**src/rtl/api_chain_engine.sv**
```systemverilog
// -----------------------------------------------------------------------------
// api_chain_engine
//   Moves one work at a time from the API TX word FIFO to one of CH_NUM
//   daisy-chained ASIC ports. For each word: pop TX, shift the word out MSB
//   first on mosi/sck while capturing the granted channel's miso, push the
//   captured word to RX. After the last word, the channel's load line is
//   pulsed. Channels are served round-robin over cfg_ch_mask. A work starts
//   only when TX holds a full work and RX has room for a full reply.
//
// Ports
//   CLK_I, RST_I      clock, synchronous active-high reset
//   cfg_ch_mask       channel enable mask (bit i = channel i)
//   cfg_word_num      words per work (0 blocks dispatch)
//   cfg_sck_div       sck half-period = cfg_sck_div+1 clocks
//   tx_count/rx_count FIFO fill levels, only looked at while idle
//   tx_rd_en/tx_dout  TX pop strobe; data valid the cycle after the pop
//   rx_wr_en/rx_din   RX push strobe and captured word
//   load              per-channel load strobe
//   sck/mosi/miso     shared serial clock/data out, per-channel data in
//   busy, cur_ch      activity flag, channel in progress / last served
//   work_done         one-cycle pulse after the load pulse
// -----------------------------------------------------------------------------
module api_chain_engine #(
    parameter int CH_NUM   = 16,
    parameter int WORD_W   = 32,
    parameter int CNT_W    = 10,
    parameter int RX_DEPTH = 512
) (
    input  logic              CLK_I,
    input  logic              RST_I,
    input  logic [CH_NUM-1:0] cfg_ch_mask,
    input  logic [7:0]        cfg_word_num,
    input  logic [7:0]        cfg_sck_div,
    input  logic [CNT_W-1:0]  tx_count,
    output logic              tx_rd_en,
    input  logic [WORD_W-1:0] tx_dout,
    input  logic [CNT_W-1:0]  rx_count,
    output logic              rx_wr_en,
    output logic [WORD_W-1:0] rx_din,
    output logic [CH_NUM-1:0] load,
    output logic              sck,
    output logic              mosi,
    input  logic [CH_NUM-1:0] miso,
    output logic              busy,
    output logic [4:0]        cur_ch,
    output logic              work_done
);

    localparam int          BIT_W      = $clog2(WORD_W + 1);
    localparam logic [31:0] RX_DEPTH_U = 32'(RX_DEPTH);
    localparam logic [4:0]  LAST_CH    = 5'(CH_NUM - 1);

    typedef enum logic [2:0] {
        S_IDLE, S_FETCH, S_WAIT, S_SHIFT, S_STORE, S_LOAD, S_GAP
    } state_t;

    state_t              r_state;
    state_t              w_next;

    logic [4:0]          r_ch;
    logic [7:0]          r_words;
    logic [7:0]          r_div;
    logic [7:0]          r_div_cnt;
    logic [8:0]          r_load_cnt;
    logic [BIT_W-1:0]    r_bit_cnt;
    logic [7:0]          r_word_cnt;
    logic [WORD_W-1:0]   r_shift;
    logic [WORD_W-1:0]   r_cap;
    logic                r_sck;
    logic                r_mosi;
    logic                r_busy;
    logic                r_tx_rd_en;
    logic                r_rx_wr_en;
    logic                r_work_done;
    logic [CH_NUM-1:0]   r_load;
    logic [WORD_W-1:0]   r_rx_din;

    logic [31:0]         w_tx_cnt;
    logic [31:0]         w_rx_used;
    logic [31:0]         w_rx_free;
    logic [31:0]         w_words;
    logic                w_dispatch;
    logic [4:0]          w_grant;
    logic [31:0]         w_miso_ext;
    logic [31:0]         w_onehot;
    logic                w_miso_bit;
    logic                w_half_end;
    logic                w_last_bit;
    logic                w_load_end;

    // Round-robin: first enabled channel strictly after cur, wrapping; cur itself last.
    function automatic logic [4:0] f_next_ch(input logic [4:0] cur, input logic [CH_NUM-1:0] mask);
        logic [31:0] mask_ext;
        logic [4:0]  sel;
        logic        found;
        int          idx;
        mask_ext               = 32'd0;
        mask_ext[CH_NUM-1:0]   = mask;
        sel                    = cur;
        found                  = 1'b0;
        for (int i = 1; i <= CH_NUM; i++) begin
            idx = int'(cur) + i;
            if (idx >= CH_NUM) begin
                idx = idx - CH_NUM;
            end
            if (!found && mask_ext[5'(idx)]) begin
                sel   = 5'(idx);
                found = 1'b1;
            end
        end
        return sel;
    endfunction

    assign w_tx_cnt   = 32'(tx_count);
    assign w_rx_used  = 32'(rx_count);
    assign w_words    = 32'(cfg_word_num);
    assign w_grant    = f_next_ch(r_ch, cfg_ch_mask);
    assign w_onehot   = 32'd1 << r_ch;
    assign w_miso_bit = w_miso_ext[r_ch];
    assign w_half_end = (r_div_cnt == r_div);
    assign w_last_bit = (r_bit_cnt == BIT_W'(WORD_W - 1));
    assign w_load_end = (r_load_cnt == {r_div, 1'b1});

    // Free RX space, clamped so an over-reported count never wraps into "room".
    always_comb begin
        if (w_rx_used > RX_DEPTH_U) begin
            w_rx_free = 32'd0;
        end else begin
            w_rx_free = RX_DEPTH_U - w_rx_used;
        end
    end

    // Zero-extended miso so the 5-bit channel index never selects past the port.
    always_comb begin
        w_miso_ext             = 32'd0;
        w_miso_ext[CH_NUM-1:0] = miso;
    end

    assign w_dispatch = (cfg_word_num != 8'd0) && (cfg_ch_mask != '0) &&
                        (w_tx_cnt >= w_words) && (w_rx_free >= w_words);

    // State register.
    always_ff @(posedge CLK_I) begin
        if (RST_I) begin
            r_state <= S_IDLE;
        end else begin
            r_state <= w_next;
        end
    end

    // Next-state logic.
    always_comb begin
        w_next = r_state;
        case (r_state)
            S_IDLE: begin
                if (w_dispatch) w_next = S_FETCH;
                else            w_next = S_IDLE;
            end
            S_FETCH: w_next = S_WAIT;
            S_WAIT:  w_next = S_SHIFT;
            S_SHIFT: begin
                if (w_half_end && r_sck && w_last_bit) w_next = S_STORE;
                else                                   w_next = S_SHIFT;
            end
            S_STORE: begin
                if (r_word_cnt == r_words - 8'd1) w_next = S_LOAD;
                else                              w_next = S_FETCH;
            end
            S_LOAD: begin
                if (w_load_end) w_next = S_GAP;
                else            w_next = S_LOAD;
            end
            S_GAP:   w_next = S_IDLE;
            default: w_next = S_IDLE;
        endcase
    end

    // Datapath and registered outputs; strobes follow the state being entered.
    always_ff @(posedge CLK_I) begin
        if (RST_I) begin
            r_ch        <= LAST_CH;
            r_words     <= 8'd0;
            r_div       <= 8'd0;
            r_div_cnt   <= 8'd0;
            r_load_cnt  <= 9'd0;
            r_bit_cnt   <= '0;
            r_word_cnt  <= 8'd0;
            r_shift     <= '0;
            r_cap       <= '0;
            r_sck       <= 1'b0;
            r_mosi      <= 1'b0;
            r_busy      <= 1'b0;
            r_tx_rd_en  <= 1'b0;
            r_rx_wr_en  <= 1'b0;
            r_work_done <= 1'b0;
            r_load      <= '0;
            r_rx_din    <= '0;
        end else begin
            r_busy      <= (w_next != S_IDLE);
            r_tx_rd_en  <= (w_next == S_FETCH);
            r_rx_wr_en  <= (w_next == S_STORE);
            r_work_done <= (w_next == S_GAP);
            r_load      <= (w_next == S_LOAD) ? w_onehot[CH_NUM-1:0] : '0;
            case (r_state)
                S_IDLE: begin
                    // Work parameters are frozen here; later cfg edits apply to the next work.
                    if (w_dispatch) begin
                        r_ch       <= w_grant;
                        r_words    <= cfg_word_num;
                        r_div      <= cfg_sck_div;
                        r_word_cnt <= 8'd0;
                    end
                end
                S_WAIT: begin
                    r_shift   <= tx_dout;
                    r_mosi    <= tx_dout[WORD_W-1];
                    r_sck     <= 1'b0;
                    r_div_cnt <= 8'd0;
                    r_bit_cnt <= '0;
                end
                S_SHIFT: begin
                    if (w_half_end) begin
                        r_div_cnt <= 8'd0;
                        if (!r_sck) begin
                            // Rising sck: sample the granted channel.
                            r_sck <= 1'b1;
                            r_cap <= {r_cap[WORD_W-2:0], w_miso_bit};
                        end else begin
                            // Falling sck: advance to the next bit.
                            r_sck     <= 1'b0;
                            r_shift   <= {r_shift[WORD_W-2:0], 1'b0};
                            r_bit_cnt <= r_bit_cnt + BIT_W'(1);
                            if (w_last_bit) begin
                                r_mosi   <= 1'b0;
                                r_rx_din <= r_cap;
                            end else begin
                                r_mosi <= r_shift[WORD_W-2];
                            end
                        end
                    end else begin
                        r_div_cnt <= r_div_cnt + 8'd1;
                    end
                end
                S_STORE: begin
                    r_word_cnt <= r_word_cnt + 8'd1;
                    r_load_cnt <= 9'd0;
                end
                S_LOAD: begin
                    r_load_cnt <= r_load_cnt + 9'd1;
                end
                default: begin
                end
            endcase
        end
    end

    assign tx_rd_en  = r_tx_rd_en;
    assign rx_wr_en  = r_rx_wr_en;
    assign rx_din    = r_rx_din;
    assign load      = r_load;
    assign sck       = r_sck;
    assign mosi      = r_mosi;
    assign busy      = r_busy;
    assign cur_ch    = r_ch;
    assign work_done = r_work_done;

endmodule
```
**config.mk**
```make
export PLATFORM = sky130hd
export DESIGN_NAME = api_chain_engine
export DESIGN_NICKNAME = d
export VERILOG_FILES = /design/src/rtl/api_chain_engine.sv
export SDC_FILE = /design/constraint.sdc
export NUM_CORES = 1
export LEC_CHECK = 0
export CAP_MARGIN = 20
export CORE_ASPECT_RATIO = 1.4
export CORE_MARGIN = 2
export CORE_UTILIZATION = 55
export DETAILED_ROUTE_END_ITERATION = 8
export GPL_TIMING_DRIVEN = 0
export PLACE_DENSITY = 0.91
export SYNTH_ARGS = -nofsm -noshare
export SYNTH_HDL_FRONTEND = slang
export SYNTH_SLANG_ARGS = --single-unit
```
**constraint.sdc**
```tcl
create_clock -name CLK_I -period 6.1 [get_ports CLK_I]
set_input_delay 0.915 -clock CLK_I [delete_from_list [all_inputs] [get_ports CLK_I]]
set_output_delay 0.915 -clock CLK_I [all_outputs]
set_load 0.05 [all_outputs]
```
# == Word-level counts from Yosys, hierarchy flattened ==
# Index checks and enable logic that the tools add are counted.
# word_totals
reg_bits,172
input_bits,102
# op_classes
add_sub_neg,38
magnitude_cmp,36
eq_ne,16
n_shift,1
n_mux,121
n_bitwise,2
n_reduce_logical,51
# op_table
op,count
5-bit 2-to-1 mux,32
"5-bit by 7-bit less-than comparator with 1-bit output, second input constant",16
"6-bit by 5-bit greater-or-equal comparator with 1-bit output, second input constant",16
1-bit binary-select mux with 5-bit select,17
"5-bit subtractor, second input constant",16
31-bit 2-to-1 mux,2
31-bit case mux with 2 select lines,1
1-bit 2-to-1 mux,54
"5-bit by 4-bit adder with 6-bit output, second input constant",8
32-bit by 8-bit greater-or-equal comparator with 1-bit output,1
32-bit 2-to-1 mux,1
8-bit case mux with 2 select lines,2
16-bit nonzero test,2
"5-bit by 3-bit adder with 6-bit output, second input constant",4
1-bit logical AND,20
3-bit case mux with 6 select lines,1
9-bit case mux with 2 select lines,1
"8-bit by 1-bit adder with 8-bit output, second input constant",2
8-bit equality test,2
8-bit 2-to-1 mux,2
"1-bit by 5-bit left shift with 16-bit output, first input constant",1
"3-bit equality test, second input constant",5
1-bit zero test,15
"5-bit by 2-bit adder with 6-bit output, second input constant",2
28 further kinds,42

# == Depth between registers and ports, before layout ==
# Gate-level depths: netlist (run 1).
# depth
ltp_word,53
ltp_mapped,20
depth_no_buf,14

# == Worst setup path before layout (run 1) ==
# OpenSTA, ideal clock, no wires.
# synth_path
path_kind,register -> register
start,reg r_ch[1] (netlist: cur_ch[1])
end,reg r_ch[3] (netlist: cur_ch[3])
arrival_ns,4.552
required_ns,5.977
path_slack_ns,1.426
path_stages_with_launch,20
path_buffers,6
synth_period_minus_slack_ns,4.674
path_cell_list,dfxtp_1 buf_6 buf_12 buf_12 clkbuf_1 inv_1 ha_1 ha_1 buf_2 mux4_2 mux2i_1 nor3_2 nor3_4 nand4_4 nor2_1 buf_2 nand3_1 a211o_1 o221ai_2 o21ai_2
# synth_via
elab_chain_len,53
word_cells_on_any_way,175
# synth_lines
item,line,text
start: declaration,60,logic [4:0] r_ch;
start signal: assignment,208,r_ch <= w_grant;
5-bit by 1-bit adder with 6-bit output,102,idx = int'(cur) + i;
5-bit subtractor / 6-bit by 5-bit greater-or-equal comparator with 1-bit output (equally long branches),"104, 103",
5-bit 2-to-1 mux,103,if (idx >= CH_NUM) begin
1-bit binary-select mux with 5-bit select,106,if (!found && mask_ext[5'(idx)]) begin
1-bit 2-to-1 mux (not written as such) (2 in series),106,
1-bit 2-to-1 mux,106,
1-bit zero test,106,
1-bit logical AND,106,
(+36 left out),--,
1-bit 2-to-1 mux,106,
1-bit zero test,106,
1-bit logical AND,106,
1-bit 2-to-1 mux,106,
1-bit zero test,106,
1-bit logical AND,106,
16-bit nonzero test (no source line),--,
3-bit AND reduction (no source line),--,
# Parallel ways exist; a longest one is shown, timed or not. The select of a mux whose other input is x is not followed.
# A chain may end at the register's enable or synchronous reset.

# == Worst setup path in the final report (run 1) ==
# layout_path
start,reg r_ch[1] (netlist: cur_ch[1])
end,reg r_ch[1] (netlist: cur_ch[1])
# Same word-level chain as after synthesis.

==> flow_metrics.py, run 1 <==
metrics = {
    "cells_and_area": {
        "diodes": 0,
        "final_common_cell": "nand2_1",
        "area_growth_pct": 23.2,
        "final_nets": 1626,
        "fillers": 1496,
        "drive_gt1_share_pct": 7.75,
        "stdcell_area_mm2": 0.0130,
        "final_cell_mix": "nand2_1, dfxtp_1, clkdlybuf4s50_1, nor2_1, a21oi_1",
    },
    "worst_setup_path": {
        "crit_fanout": 19,
        "setup.worst_path.start_class": "flop",
        "endpoint_kind": "flop",
        "path_class": "reg2reg",
        "worstPathRequired_ps": 6450,
        "timing.rr.start": "cur_ch[1]$_SDFFE_PP1P_",
        "rr_worst_depth": 17,
        "crit_arrival_ps": 5690,
        "startpoint": "cur_ch[1]$_SDFFE_PP1P_",
    },
    "power_and_ir_drop": {
        "comb_power_share_pct": 60.2,
        "finalPower_uw": 5730,
        "clockPowerShare_pct": 18.0,
        "pwr_density_cell_mw_per_mm2": 441,
        "total_leakage_power_uw": 0.00462,
        "seqPwrFrac_pct": 21.7,
        "internal_power_uw": 3060,
        "ir_drop_v": 0.000248,
        "p_sw_share_pct": 46.7,
        "netSwitchingPower_uw": 2680,
    },
    "clock_network": {
        "cts_root_buf": "clkbuf_16",
        "clock-sinks": 172,
        "clk_pin_slew_ps": 70,
        "cts_hold_buf": 0,
        "htree_levels": 4,
        "clockBufferDepth": 2,
        "postCtsSetupBuffers": 0,
        "cts_buffers": 17,
        "cts_tree": "built",
        "clock_latency_ps": 440,
    },
    "yosys": {
        "synth_seq_area_share_pct": 32.6,
        "syn_inst": 1306,
        "synth-edff-count": 0,
        "ys_warn_count": 0,
        "synth_nets": 1449,
        "ys_async_sr_fraction_pct": 0,
        "yosys.area.top_type": "dfxtp_1",
        "ys_ff_latch": 172,
        "synth-main-ff-cell": "dfxtp_1",
        "avgSynthCellArea_um2": 8.08,
        "synth_top_area_share_pct": 32.6,
        "synth_area_leaders": "dfxtp_1, nand2_1, mux4_2",
        "ys_types": 89,
        "syn_area_mm2": 0.0105,
    },
    "sta": {
        "rsz0062_at_grt": "no",
        "setup_viol": 0,
        "fin_crit_sh_pct": 87.6,
        "max_slew_margin_pct": 31.6,
        "period_needed_ps": 5340,
        "drv_slew": 0,
        "skew_ps": 12.4,
        "tns_ps": 0,
        "max_freq_mhz": 187,
        "worst_slew_pin_slew_ps": 1000,
        "hold_viol_final": 0,
    },
    "global_route": {
        "overflow": 0,
        "grt_max_degree": 17,
        "track_usage_pct": 31.5,
        "top_usage_layer": "met2",
        "use_met3_pct": 6.33,
        "use_met1_pct": 34.3,
        "grt_pass1_vias": 10600,
        "grt_pass1_wl_mm": 51.6,
        "met2_usage_pct": 55.7,
        "antenna_found_initial": 0,
    },
    "drt": {
        "detail-route-antenna-nets": 0,
        "wire_per_inst_um": 18.6,
        "drt_pre_antenna_iters": 5,
        "finalWirelength_mm": 32.4,
        "drc": 0,
        "num_vias": 10800,
        "routed_via_density": 6.19,
        "drt_first_iter_violations": 1042,
    },
    "floorplanning": {
        "fp-row-count": 59,
        "dieHeight_um": 168,
        "die_area_mm2": 0.0203,
        "initial_core_util_pct": 56.5,
        "io_pins": 161,
        "dieWidth_um": 121,
        "core-area_mm2": 0.0187,
    },
    "min_path": {
        "min-delay-start": "rx_din[19]$_SDFFE_PP0P_",
        "hold_class": "reg2reg",
        "hold_path_depth": 2,
    },
    "placement": {
        "port_buffers": 159,
        "hpwl_mm": 24.5,
        "gp_congestion": 0.976,
        "dpl_cell_area_mm2": 0.0124,
    },
    "flow_run": {
        "maxCapViolCount": 0,
    },
    "status": {
        "outcome": "finished clean",
    },
}
-- cell families after synthesis --
group                      count (synthesis)  synth area share (%)
AOI/OAI and AO/OA                        311                  19.5
DFF                                      172                  32.6
and+or+nand+nor                          559                  24.6
adders and majority gates                 41                  4.86
muxes                                     60                  9.82
buffers and inverters                    119                  4.84
xor gates and xnor gates                  44                  3.65
-- critical path: stages (launching register included) --
cell and delay [ps]:
dfxtp_1 520, buf_6 200, buf_12 150, buf_12 180
inv_1 210, ha_1 360, ha_1 400, buf_2 320
mux4_2 340, mux2i_1 470, mux2i_1 250, o22ai_2 370
nand4_4 270, nor4_4 530, a311oi_1 200, nand2_1 160
nor3_1 60, a22oi_1 230
-- area by class of cell --
| cell class | instances | area (um^2) | area share, % |
|---|---|---|---|
| multi-input cells | 1015 | 6590 | 50.7 |
| clock inverters | 12 | 109 | 0.838 |
| clock buffers | 20 | 447 | 3.44 |
| repair buffers | 159 | 1590 | 12.2 |
| flip-flops and latches | 172 | 3440 | 26.5 |
| plain buffers | 85 | 383 | 2.95 |
| well taps | 244 | 305 | 2.35 |
| inverters | 33 | 124 | 0.953 |
-- registers in the layout, indices dropped and copies added (netlist names) --
| register | cells |
|---|---|
| sck | 1 |
| cur_ch | 5 |
| work_done | 1 |
| mosi | 1 |
| r_div | 8 |
| tx_rd_en | 1 |
| r_words | 8 |
| r_bit_cnt | 6 |
| rx_wr_en | 1 |
| r_word_cnt | 8 |
| r_cap | 32 |
| load | 16 |
| r_load_cnt | 9 |
| r_shift | 31 |
| busy | 1 |
| r_div_cnt | 8 |
| r_state | 3 |
| rx_din | 32 |
-- through the flow --
stage / hold WS, ps / cells / worst slack [ps] / utilization (%)
floorplan: 432 / 1306 / 1430 / -
global placement: 443 / 1709 / 313 / 66.6
finish: 455 / 1740 / 758 / 69.6
detailed placement: 449 / 1709 / 236 / 66.6
global route: 471 / 1740 / 593 / 69.6
CTS: 457 / 1741 / 211 / 69.6
-- synth_stat cells, drive strengths merged, types with 8 or more instances --
| cell type | n |
|---|---|
| nand2 | 243 |
| dfxtp | 172 |
| nor2 | 128 |
| a21oi | 127 |
| clkbuf | 66 |
| nand3 | 60 |
| o21ai | 55 |
| ha | 41 |
| a311oi | 36 |
| inv | 32 |
| mux4 | 32 |
| nor3 | 31 |
| xnor2 | 30 |
| mux2i | 22 |
| buf | 20 |
| nor4 | 15 |
| nor2b | 14 |
| xor2 | 14 |
| nand4 | 11 |
| a22oi | 10 |
| nand2b | 10 |
| and3 | 9 |
| nor3b | 9 |
| a211oi | 8 |
| o211ai | 8 |
-- layer usage --
metal | routed length, um | vias up
met5 | 0 | -
met4 | 1900 | 0
met3 | 2420 | 157
met2 | 16200 | 562
met1 | 12000 | 5013
li1 | - | 5040
-- power groups by stage --
stage                     clock [uW]  combinational [uW]  sequential (uW)
after floorplan                    0                2430             1300
after global placement             0                3320             1260
after detailed placement           0                3350             1270
after CTS                       1030                3360             1240
after global routing            1090                3640             1250
final                           1030                3450             1250
-- path summary, 6_finish.rpt --
| kind | slack [ps] | to |
|---|---|---|
| hold / removal | 450 | rx_din[19]$_SDFFE_PP0P_ |
| hold reg to reg | 450 | rx_din[19]$_SDFFE_PP0P_ |
| setup reg to reg | 760 | cur_ch[1]$_SDFFE_PP1P_ |
| setup / recovery | 760 | cur_ch[1]$_SDFFE_PP1P_ |
-- what timing repair did --
action,4_1_cts,5_1_grt
endpoints found under the hold margin,0,0
setup endpoints to repair,0,4
resized for setup,0,0
Note: power is estimated with default switching activity, not from simulation.
==> inputs of run 2 (changes only) <==
--- a/config.mk
+++ b/config.mk
@@ -11,7 +11,7 @@
 export CORE_UTILIZATION = 55
 export DETAILED_ROUTE_END_ITERATION = 8
 export GPL_TIMING_DRIVEN = 0
-export PLACE_DENSITY = 0.91
+export PLACE_DENSITY_LB_ADDON = 0.15
 export SYNTH_ARGS = -nofsm -noshare
 export SYNTH_HDL_FRONTEND = slang
 export SYNTH_SLANG_ARGS = --single-unit
==> constraint.sdc (replaced) <==
create_clock -name CLK_I -period 6.1 [get_ports CLK_I]
set_input_delay 0.915 -clock CLK_I [delete_from_list [all_inputs] [get_ports CLK_I]]
set_output_delay 0.915 -clock CLK_I [all_outputs]
set_load 0.005 [all_outputs]
==> flow_metrics.py, run 2 (synthesis gave the netlist of run 1 again) <==
metrics = {
    "status": {
        "outcome": "finished clean",
    },
    "cells_and_area": {
        "multi_input_area_mm2": 0.00659,
        "stdcell_area_mm2": 0.0130,
        "diodes": 0,
        "final_common_cell": "nand2_1",
        "fillers": 1554,
        "area_growth_pct": 23.6,
        "layout.area.seq_mm2": 0.00344,
        "fin_util_pct": 69.8,
        "final_cell_mix": "nand2_1, dfxtp_1, clkdlybuf4s50_1, nor2_1, a21oi_1",
        "final_nets": 1626,
        "drive_gt1_share_pct": 7.82,
    },
    "global_route": {
        "met2_usage_pct": 53.6,
        "antenna_found_initial": 0,
        "grt_max_degree": 20,
        "use_met3_pct": 6.10,
        "grt_pass1_wl_mm": 49.9,
        "grt_pass1_vias": 10000,
        "overflow": 0,
        "track_usage_pct": 30.6,
        "top_usage_layer": "met2",
        "use_met1_pct": 35.0,
    },
    "floorplanning": {
        "core-area_mm2": 0.0187,
        "die_area_mm2": 0.0203,
        "fp-row-count": 59,
        "io_pins": 161,
        "dieHeight_um": 168,
        "initial_core_util_pct": 56.5,
        "dieWidth_um": 121,
    },
    "power_and_ir_drop": {
        "ir_drop_v": 0.000311,
        "pwr_density_cell_mw_per_mm2": 436,
        "total_leakage_power_uw": 0.00465,
        "netSwitchingPower_uw": 2620,
        "comb_power_share_pct": 59.3,
        "p_sw_share_pct": 46.1,
        "seqPwrFrac_pct": 21.9,
        "internal_power_uw": 3060,
        "clockPowerShare_pct": 18.8,
    },
    "drt": {
        "finalWirelength_mm": 31.4,
        "routed_via_density": 6.06,
        "num_vias": 10500,
        "detail-route-antenna-nets": 0,
        "drc": 0,
        "wire_per_inst_um": 18.0,
        "drt_first_iter_violations": 748,
        "drt_pre_antenna_iters": 5,
    },
    "sta": {
        "worst_slew_pin_slew_ps": 969,
        "setup_viol": 0,
        "max_freq_mhz": 182,
        "skew_ps": 25.1,
        "max_slew_margin_pct": 35.2,
        "tns_ps": 0,
        "fin_crit_sh_pct": 90.2,
        "drv_slew": 0,
        "rsz0062_at_grt": "no",
        "hold_viol_final": 0,
        "period_needed_ps": 5500,
    },
    "min_path": {
        "hold_class": "reg2reg",
    },
    "clock_network": {
        "clock_latency_ps": 440,
        "cts_resized": 0,
        "postCtsSetupBuffers": 0,
        "clock-sinks": 172,
        "cts_tree": "built",
        "clockBufferDepth": 2,
        "cts_hold_buf": 0,
        "cts_buffers": 17,
        "cts_root_buf": "clkbuf_16",
        "htree_levels": 4,
        "clk_pin_slew_ps": 70,
    },
    "worst_setup_path": {
        "setup.worst_path.start_class": "flop",
        "crit_arrival_ps": 5840,
        "path_class": "reg2reg",
        "endpoint_kind": "flop",
        "worstPathRequired_ps": 6430,
        "crit_fanout": 19,
    },
    "placement": {
        "dpl_cell_area_mm2": 0.0124,
        "gp_congestion": 0.985,
        "hpwl_mm": 23.8,
        "port_buffers": 159,
    },
    "flow_run": {
        "maxCapViolCount": 0,
    },
}
-- run 2: cell types whose count changed in the layout (fill, tap and decap cells not counted) --
cell / change
clkinv_4: -3
clkinv_2: +1
inv_12: +1
clkbuf_8: -1
inv_8: +3
clkinvlp_4: -3
clkinv_8: +3
clkbuf_1: -1
-- run 2: through the flow --
stage	cells	power (uW)	hold WS [ps]	worst slack (ps)
6_report	1740	5680	456	596
5_1_grt	1740	6000	477	463
4_1_cts	1740	5630	460	671
3_5_place_dp	1709	4560	448	7.68
3_3_place_gp	1709	4540	442	120
2_1_floorplan	1306	3680	432	1770
-- run 2: power groups by stage --
stage / logic, uW / clock network (uW) / registers, uW
2_1_floorplan: 2430 / 0 / 1250
3_3_place_gp: 3270 / 0 / 1270
3_5_place_dp: 3290 / 0 / 1270
4_1_cts: 3310 / 1080 / 1240
5_1_grt: 3620 / 1130 / 1250
6_report: 3370 / 1070 / 1240
-- run 2: cell type report --
type	count	share of cell area [%]
inverters	33	0.950
plain buffers	85	2.94
clock inverters	14	1.26
well taps	244	2.34
repair buffers	159	12.2
flip-flops and latches	172	26.4
multi-input cells	1015	50.6
clock buffers	18	3.29
-- run 2: per-layer routing --
metal | up-vias | part of all wire [%]
li1 | 5045 | -
met1 | 4991 | 39
met2 | 412 | 50
met3 | 100 | 6.7
met4 | 0 | 5.0
met5 | - | 0
-- run 2: final timing paths --
path	start	end	slack [ps]	depth (start not counted)
worst max register to register	cur_ch[1]$_SDFFE_PP1P_	cur_ch[1]$_SDFFE_PP1P_	600	17
worst max-delay path	cur_ch[1]$_SDFFE_PP1P_	cur_ch[1]$_SDFFE_PP1P_	600	17
worst min register to register	rx_din[27]$_SDFFE_PP0P_	rx_din[27]$_SDFFE_PP0P_	460	2
worst min-delay path	rx_din[27]$_SDFFE_PP0P_	rx_din[27]$_SDFFE_PP0P_	460	2
-- run 2: critical path: stages (launching register included) --
cell,delay [ps]
dfxtp_1,520
buf_6,200
buf_12,150
buf_12,180
inv_1,250
ha_1,380
ha_1,440
buf_2,360
mux4_2,360
mux2i_1,470
mux2i_1,240
o22ai_2,380
nand4_4,270
nor4_4,530
a311oi_1,180
nand2_1,160
nor3_1,80
a22oi_1,260
==> inputs of run 3 (changes only) <==
--- a/config.mk
+++ b/config.mk
@@ -9,6 +9,7 @@
 export CORE_ASPECT_RATIO = 1.4
 export CORE_MARGIN = 2
 export CORE_UTILIZATION = 55
+export CTS_CLUSTER_SIZE = 8
 export DETAILED_ROUTE_END_ITERATION = 8
 export GPL_TIMING_DRIVEN = 0
 export PLACE_DENSITY_LB_ADDON = 0.15
==> results of run 3 <==
Final layout, timing and power as in run 2 (identical DEF).
